[config.mk]
export PLATFORM = sky130hd
export DESIGN_NAME = pipe_stage_reg
export DESIGN_NICKNAME = d
export VERILOG_FILES = /design/src/rtl/pipe_pkg.sv /design/src/rtl/pipe_sat_cnt.sv /design/src/rtl/pipe_stage_reg.sv
export SDC_FILE = /design/constraint.sdc
export NUM_CORES = 1
export LEC_CHECK = 0
export CORE_MARGIN = 2
export CORE_UTILIZATION = 45
export DETAILED_ROUTE_END_ITERATION = 12
export PLACE_DENSITY = 0.85
export SETUP_SLACK_MARGIN = 0.02
export SYNTH_ARGS = -nofsm -noshare
export SYNTH_HDL_FRONTEND = slang
export SYNTH_SLANG_ARGS = --single-unit
[constraint.sdc]
create_clock -name clk -period 3.7 [get_ports clk]
set_clock_uncertainty 0.2 [all_clocks]
set_input_delay 0.37 -clock clk [delete_from_list [all_inputs] [get_ports clk]]
set_output_delay 0.37 -clock clk [all_outputs]
set_load 0.1 [all_outputs]
[src/rtl/pipe_pkg.sv]
// Shared constants and types for the elastic inter-stage register.
package pipe_pkg;

    localparam int MODE_PASS = 0;
    localparam int MODE_SKID = 1;

    // Payload shown and stored when no valid entry exists (a nop).
    localparam logic [31:0] BUBBLE_DEFAULT = 32'h0000_0000;

    typedef logic [1:0] occ_t;

endpackage

[src/rtl/pipe_sat_cnt.sv]
// Saturating up-counter with enable; holds at all-ones, cleared only by reset.
module pipe_sat_cnt #(
    parameter int CNT_W = 16
) (
    input  logic             clk,
    input  logic             reset,
    input  logic             en,
    output logic [CNT_W-1:0] cnt
);

    logic [CNT_W-1:0] cnt_q;
    logic [CNT_W-1:0] cnt_d;

    always_comb begin
        cnt_d = cnt_q;
        if (en && (cnt_q != {CNT_W{1'b1}})) begin
            cnt_d = cnt_q + {{(CNT_W-1){1'b0}}, 1'b1};
        end
    end

    always_ff @(posedge clk or negedge reset) begin
        if (!reset) begin
            cnt_q <= '0;
        end else begin
            cnt_q <= cnt_d;
        end
    end

    assign cnt = cnt_q;

endmodule

[src/rtl/pipe_stage_reg.sv]
// Elastic valid/ready pipeline register: single-entry pass-through or two-entry
// skid buffer, with flush, bubble payload and a saturating stall counter.
module pipe_stage_reg
    import pipe_pkg::*;
#(
    parameter int               WIDTH  = 32,
    parameter int               MODE   = MODE_PASS,
    parameter logic [WIDTH-1:0] BUBBLE = WIDTH'(BUBBLE_DEFAULT),
    parameter int               CNT_W  = 16
) (
    input  logic             clk,
    input  logic             reset,
    input  logic             in_valid,
    output logic             in_ready,
    input  logic [WIDTH-1:0] in_data,
    input  logic             flush,
    output logic             out_valid,
    input  logic             out_ready,
    output logic [WIDTH-1:0] out_data,
    output occ_t             occupancy,
    output logic [CNT_W-1:0] stall_cnt
);

    // Handshake: a beat moves when valid && ready on a rising edge; valid never
    // waits on ready, and a presented beat holds its payload until it moves.
    logic accept;
    logic emit;

    assign accept = in_valid && in_ready;
    assign emit   = out_valid && out_ready;

    if (MODE == MODE_PASS) begin : g_pass
        logic             valid_q, valid_d;
        logic [WIDTH-1:0] data_q, data_d;

        // Downstream ready feeds straight through to upstream ready.
        assign in_ready = reset && !flush && (!valid_q || out_ready);

        always_comb begin
            valid_d = valid_q;
            data_d  = data_q;
            if (flush) begin
                valid_d = 1'b0;
                data_d  = BUBBLE;
            end else if (accept) begin
                valid_d = 1'b1;
                data_d  = in_data;
            end else if (emit) begin
                valid_d = 1'b0;
                data_d  = BUBBLE;
            end
        end

        always_ff @(posedge clk or negedge reset) begin
            if (!reset) begin
                valid_q <= 1'b0;
                data_q  <= BUBBLE;
            end else begin
                valid_q <= valid_d;
                data_q  <= data_d;
            end
        end

        assign out_valid = valid_q;
        assign out_data  = data_q;
        assign occupancy = {1'b0, valid_q};
    end else if (MODE == MODE_SKID) begin : g_skid
        logic             main_valid_q, main_valid_d;
        logic [WIDTH-1:0] main_data_q, main_data_d;
        logic             skid_valid_q, skid_valid_d;
        logic [WIDTH-1:0] skid_data_q, skid_data_d;
        occ_t             occ_q, occ_d;

        // Upstream ready comes from a register, cutting the ready chain.
        assign in_ready = reset && !flush && !skid_valid_q;

        always_comb begin
            main_valid_d = main_valid_q;
            main_data_d  = main_data_q;
            skid_valid_d = skid_valid_q;
            skid_data_d  = skid_data_q;
            if (flush) begin
                main_valid_d = 1'b0;
                main_data_d  = BUBBLE;
                skid_valid_d = 1'b0;
                skid_data_d  = BUBBLE;
            end else if (emit) begin
                if (skid_valid_q) begin
                    main_data_d  = skid_data_q;
                    skid_valid_d = 1'b0;
                    skid_data_d  = BUBBLE;
                end else if (accept) begin
                    main_data_d = in_data;
                end else begin
                    main_valid_d = 1'b0;
                    main_data_d  = BUBBLE;
                end
            end else if (accept) begin
                if (!main_valid_q) begin
                    main_valid_d = 1'b1;
                    main_data_d  = in_data;
                end else begin
                    skid_valid_d = 1'b1;
                    skid_data_d  = in_data;
                end
            end
            occ_d = {1'b0, main_valid_d} + {1'b0, skid_valid_d};
        end

        always_ff @(posedge clk or negedge reset) begin
            if (!reset) begin
                main_valid_q <= 1'b0;
                main_data_q  <= BUBBLE;
                skid_valid_q <= 1'b0;
                skid_data_q  <= BUBBLE;
                occ_q        <= '0;
            end else begin
                main_valid_q <= main_valid_d;
                main_data_q  <= main_data_d;
                skid_valid_q <= skid_valid_d;
                skid_data_q  <= skid_data_d;
                occ_q        <= occ_d;
            end
        end

        assign out_valid = main_valid_q;
        assign out_data  = main_data_q;
        assign occupancy = occ_q;
    end else begin : g_bad_mode
        $error("pipe_stage_reg: MODE must be MODE_PASS or MODE_SKID");
    end

    pipe_sat_cnt #(
        .CNT_W(CNT_W)
    ) u_stall_cnt (
        .clk  (clk),
        .reset(reset),
        .en   (out_valid && !out_ready),
        .cnt  (stall_cnt)
    );

endmodule
==> results of run 1 <==
==> cells by family (layout without fill, tap and decap cells) <==
group           count (synthesis)  count (layout)
flops                          49              49
simple gates                   36              36
compound gates                 35              35
xor+xnor                       15              15
buf+inv                        10              98
fa+ha+maj                       1               1
other cells                     1               1
mux                             1               1
==> power breakdown <==
part | total (uW) | switching [uW] | internal [uW]
sequential | 622 | 47.4 | 575
combinational | 527 | 388 | 139
clock | 318 | 184 | 134
total | 1470 | 619 | 848
==> how the worst max path moves through the flow <==
| stage | start | to |
|---|---|---|
| 6_report | u_stall_cnt.cnt[6] | stall_cnt[6] |
| 5_1_grt | u_stall_cnt.cnt[6] | stall_cnt[6] |
| 4_1_cts | u_stall_cnt.cnt[6] | stall_cnt[6] |
| 3_5_place_dp | out_ready | out_data[27] |
| 3_3_place_gp | out_ready | out_data[18] |
| 2_1_floorplan | u_stall_cnt.cnt[0] | u_stall_cnt.cnt[15] |
==> synthesized netlist by cell type <==
| library cell | n |
|---|---|
| a2111oi_4 | 1 |
| a211oi_4 | 1 |
| a22o_1 | 32 |
| and2_1 | 1 |
| and3_1 | 1 |
| and3b_1 | 1 |
| and4_1 | 2 |
| and4b_1 | 1 |
| and4bb_2 | 2 |
| buf_2 | 2 |
| buf_4 | 2 |
| buf_6 | 3 |
| clkbuf_1 | 3 |
| conb_1 | 1 |
| dfrtp_1 | 49 |
| ha_1 | 1 |
| mux2_2 | 1 |
| nand2_1 | 5 |
| nand2b_1 | 1 |
| nand3_1 | 2 |
| nand3_4 | 1 |
| nand4_1 | 4 |
| nand4_4 | 1 |
| nor2_1 | 2 |
| nor3_1 | 4 |
| nor3b_1 | 1 |
| nor4_1 | 3 |
| nor4_2 | 1 |
| nor4_4 | 1 |
| nor4b_1 | 1 |
| o21bai_1 | 1 |
| or3_4 | 1 |
| xnor2_1 | 3 |
| xor2_1 | 12 |
==> sequential cells by signal (all words and copies together) (netlist names) <==
signal / flops
out_valid: 1
u_stall_cnt.cnt: 16
out_data: 32
==> metal layers <==
metal | routed length [um] | track usage | share of wire
met5 | 0 | 0 | 0
met2 | 2660 | 0.345 | 0.52
met3 | 249 | 0.0464 | 0.049
met4 | 85 | 0.0776 | 0.017
met1 | 2110 | 0.273 | 0.41
==> per-stage QoR <==
step	setup slack [ns]	cells
finish	1.14	288
global route	1.10	288
CTS	1.14	288
detailed placement	1.10	280
global placement	1.15	280
floorplan	1.02	148
==> area by class of cell <==
cell class	count	area (um^2)
Fill cell	347	1340
Sequential cell	49	1230
Timing Repair Buffer	90	886
Multi-Input combinational cell	89	774
Clock buffer	5	68.8
Tap cell	52	65.1
Clock inverter	3	22.5
==> worst reg2reg max path, stage by stage (launching register included) <==
cell,delay [ns]
dfrtp_1,0.43
ha_1,0.28
nand4_4,0.18
nor3_1,0.51
and4bb_2,0.30
xor2_1,0.13
==> impl_metrics.toml, run 1 <==
[detailed_routing]
drc = 0
wl_per_cell_um = 17.7
drtIter0Drc = 83
drt.antenna.violating_nets = 0
num_vias = 1574
via_per_inst = 5.47
firstDrtPassIters = 4
routed_wirelength_um = 5110

[clocking]
insertion_delay_ns = 0.30
clock_sinks = 49
cts-resized-gates = 0
clockRootBuffer = "clkbuf_8"
clk_pin_slew_ns = 0.09
holdBufCountCts = 0
postCtsSetupRepairBufs = 0
cts_tree = "done"
htree_levels = 2
clk_path_buf_depth = 2
cts_made_buffers = 5

[power]
max-vdd-ir-drop_v = 0.000531
cellLeakagePower_uw = 0.00138
p_total_uw = 1470
power.density_mw_per_mm2 = 482

[logic_synthesis]
synth_area_leaders = "dfrtp_1 59%, a22o_1 14%, xor2_1 5.1%"
syn-num-nets = 186
synth_top_cell_by_area = "dfrtp_1"
synth_top_area_frac = 0.592
ys_seq_area_frac = 0.592
synthSimpleGateAreaFrac = 0.135
ys_warn_count = 0
synthAdderAreaFrac = 0.00604
syn_area_mm2 = 0.00207
synth_seq_cells = 49
synth_xor_area_frac = 0.0634
synth.avg_cell_area_um2 = 14.0
postSynthCellCount = 148
synthMuxAreaShare = 0.00544
synth_compound_area_frac = 0.162
synth_top_family_by_area = "compound AO/OA/AOI/OAI gates"
yosysUniqueCellTypes = 34

[floorplanning]
die-width_um = 71.8
placementRows = 24
die_area_mm2 = 0.00516
ios = 89
initial_core_util = 0.472
die_h_um = 71.8
core_mm2 = 0.00438

[timing]
relSlewSlack = 0.325
max_slew.worst_pin.slew_ns = 1.01
fmax_mhz = 391
hold_ws_ns = -0.0106
period_needed_ns = 2.56
finalSetupViolCount = 0
hold_violations = 36
fin_crit_sh = 0.691
rsz0062_at_grt = "false"
maxSlewViolCount = 0
tns_ns = 0

[cells_and_area]
final_cell_mix = "85 x clkdlybuf4s50_1, 49 x dfrtp_1, 32 x a22o_1"
final_cell_area_mm2 = 0.00304
post-route-util = 0.694
drive_gt1_frac = 0.0975
area_delta_synth_final_pct = 46.9
antenna_cells = 0
nets = 273
final_common_cell = "clkdlybuf4s50_1"

[global_routing]
grt_pass1_wl_um = 8160
antenna_found_initial = 0
grt_pass1_vias = 1605
overflow = 0
grt_usage = 0.209
grt_start_max_net_pins = 50

[worst_hold_path]
hold_class = "in2async"

[critical_path]
endpoint_kind = "output port"
slowest_delay_ns = 1.21
start_kind = "flip-flop"
cp_max_fo = 5
crit_chain = "clkdlybuf4s50_1"
timing.rr.end = "u_stall_cnt.cnt[9]"
cp.arrival_ns = 1.99
critical_path_buf_inv_count = 1
critPathSlowestCell = "clkdlybuf4s50_1"
worstSetupPathType = "reg2out"
critical_path_required_ns = 3.13
rrSetupSlack_ns = 1.55
r2r-start = "u_stall_cnt.cnt[0]"
critical_path_depth = 1
cp_top_family = "buffers and inverters"
rr_worst_depth = 5

[outcome]
status = "finished, violations left"
violations = "hold timing"

[flow_run]
max_cap_violations = 0

[place]
port_buffers = 87
dpl.hpwl_um = 3690
placed_cell_area_mm2 = 0.00295
place_congestion = 0.785
(Power assumes the default switching activity.)
==> run 2: changes to the inputs <==
Settings changed: CORE_UTILIZATION 45 to 38, PLACE_DENSITY 0.85 to 0.77.
Clock period 3.7 ns to 2.1 ns, I/O delays scaled along.
==> impl_metrics.toml, run 2 (synthesis results as in run 1) <==
[global_routing]
overflow = 0
grt_pass1_wl_um = 7990
antenna_found_initial = 0
grt_start_max_net_pins = 50
grt_pass1_vias = 1571
grt_usage = 0.168

[critical_path]
critPathSlowestCell = "dfrtp_4"
start_kind = "flip-flop"
slowest_delay_ns = 0.44
crit_path_end = "u_stall_cnt.cnt[1]"
rrSetupSlack_ns = 0.16
critical_path_required_ns = 2.10
rr_worst_depth = 5
crit_chain = "ha_2 -> nand4_4 -> nor4_4 -> nor2_1 -> mux2_2"
cp_max_fo = 6
crit_start = "u_stall_cnt.cnt[0]"
timing.rr.end = "u_stall_cnt.cnt[1]"
cp.arrival_ns = 1.93
worstSetupPathType = "reg2reg"
endpoint_kind = "flip-flop"
r2r-start = "u_stall_cnt.cnt[0]"

[timing]
finalSetupViolCount = 0
fin_crit_sh = 0.924
relSlewSlack = 0.599
rsz0062_at_grt = "false"
hold_violations = 0
layout_setup_ws_ns = 0.160
max_slew.worst_pin.slew_ns = 0.602
fmax_mhz = 516
period_needed_ns = 1.94
tns_ns = 0
maxSlewViolCount = 0

[outcome]
status = "complete, no violations"

[power]
power.density_mw_per_mm2 = 854
cellLeakagePower_uw = 0.00147
max-vdd-ir-drop_v = 0.000539
p_total_uw = 2610

[clocking]
clk_path_buf_depth = 2
cts-resized-gates = 0
htree_levels = 2
insertion_delay_ns = 0.31
clk_pin_slew_ns = 0.10
clock_sinks = 49
clockRootBuffer = "clkbuf_8"
cts_made_buffers = 5
cts_tree = "done"

[place]
dpl.hpwl_um = 3420
port_buffers = 87
place_congestion = 0.816
post-place-cells = 303
place_ws_ns = 0.0839

[cells_and_area]
post-route-util = 0.592
instances_no_fill = 312
nets = 279
num-fill-cells = 435
final_common_cell = "buf_4"
largest_register_ffs = 32
antenna_cells = 0
drive_gt1_frac = 0.405
final_cell_mix = "57 x buf_4, 35 x clkdlybuf4s50_1, 32 x a22o_1, 32 x dfrtp_1, 12 x xor2_1"
area_delta_synth_final_pct = 47.8

[flow_run]
max_cap_violations = 0

[floorplanning]
die_area_mm2 = 0.00606
die-width_um = 77.8
placementRows = 26
die_h_um = 77.8
core_mm2 = 0.00517
ios = 89
initial_core_util = 0.400

[detailed_routing]
via_per_inst = 5.07
wl_per_cell_um = 15.8
drtIter0Drc = 57
drt.antenna.violating_nets = 0
firstDrtPassIters = 4
routed_wirelength_um = 4920
num_vias = 1583
drc = 0

[worst_hold_path]
hold_class = "in2reg"
hold_depth = 2
==> run 2: changes by cell type in the layout (fill, tap and decap cells not counted), sizes merged <==
| cell | before | now |
|---|---|---|
| inv | 0 | 2 |
| clkdlybuf4s50 | 85 | 35 |
| buf | 5 | 60 |
| dlygate4sd3 | 0 | 1 |
| clkinvlp | 0 | 1 |
| clkinv | 3 | 0 |
==> run 2: worst min-delay path by stage <==
stage | from | end | slack (ns)
3_5_place_dp | reset | u_stall_cnt.cnt[1] | 0.21
4_1_cts | in_data[1] | out_data[1] | 0.29
5_1_grt | in_data[26] | out_data[26] | 0.30
3_3_place_gp | reset | out_data[3] | 0.22
6_report | in_data[1] | out_data[1] | 0.30
2_1_floorplan | reset | out_data[0] | -0.29
==> run 2: repair_timing <==
action	4_1_cts	5_1_grt
hold buffers	1	0
endpoints found under the hold margin	49	0
setup buffers	0	0
==> run 2: routing by layer <==
| metal | up-vias | GRT usage | wire length, um |
|---|---|---|---|
| li1 | 737 | - | - |
| met1 | 786 | 0.229 | 2260 |
| met2 | 54 | 0.266 | 2340 |
| met3 | 6 | 0.0419 | 263 |
| met4 | 0 | 0.0482 | 57 |
| met5 | - | 0 | 0 |
==> run 2: final cells by class <==
type / count / area (um^2) / share of cell area
clock inverter: 3 / 25.0 / 0.00818
sequential: 49 / 1260 / 0.413
timing repair buffer: 96 / 833 / 0.272
multi-input combinational: 89 / 783 / 0.256
tap: 70 / 87.6 / 0.0286
clock buffer: 5 / 68.8 / 0.0225
==> run 2: power breakdown <==
group          total, uW  internal [uW]  switching, uW
clock network        587            243            343
logic                918            234            684
registers           1110           1030           78.2
==> run 2: critical path, delay by kind of cell, from the launching register on <==
family	cells	cell delay, ns
AND/OR/NAND/NOR	3	0.66
flip-flops	1	0.44
multiplexers	1	0.29
adder cells (fa/ha/maj)	1	0.24
==> run 2: stage by stage <==
stage	hold slack [ns]	instance area, um^2
CTS	0.295	3060
floorplan	-0.286	2120
finish	0.300	3060
global route	0.301	3060
global placement	0.221	2960
detailed placement	0.211	2960
==> run 3: changes to the inputs <==
Settings changed: CTS_CLUSTER_SIZE set to 12.
==> results of run 3 <==
The final DEF is identical to that of run 2; final timing and power are the same.
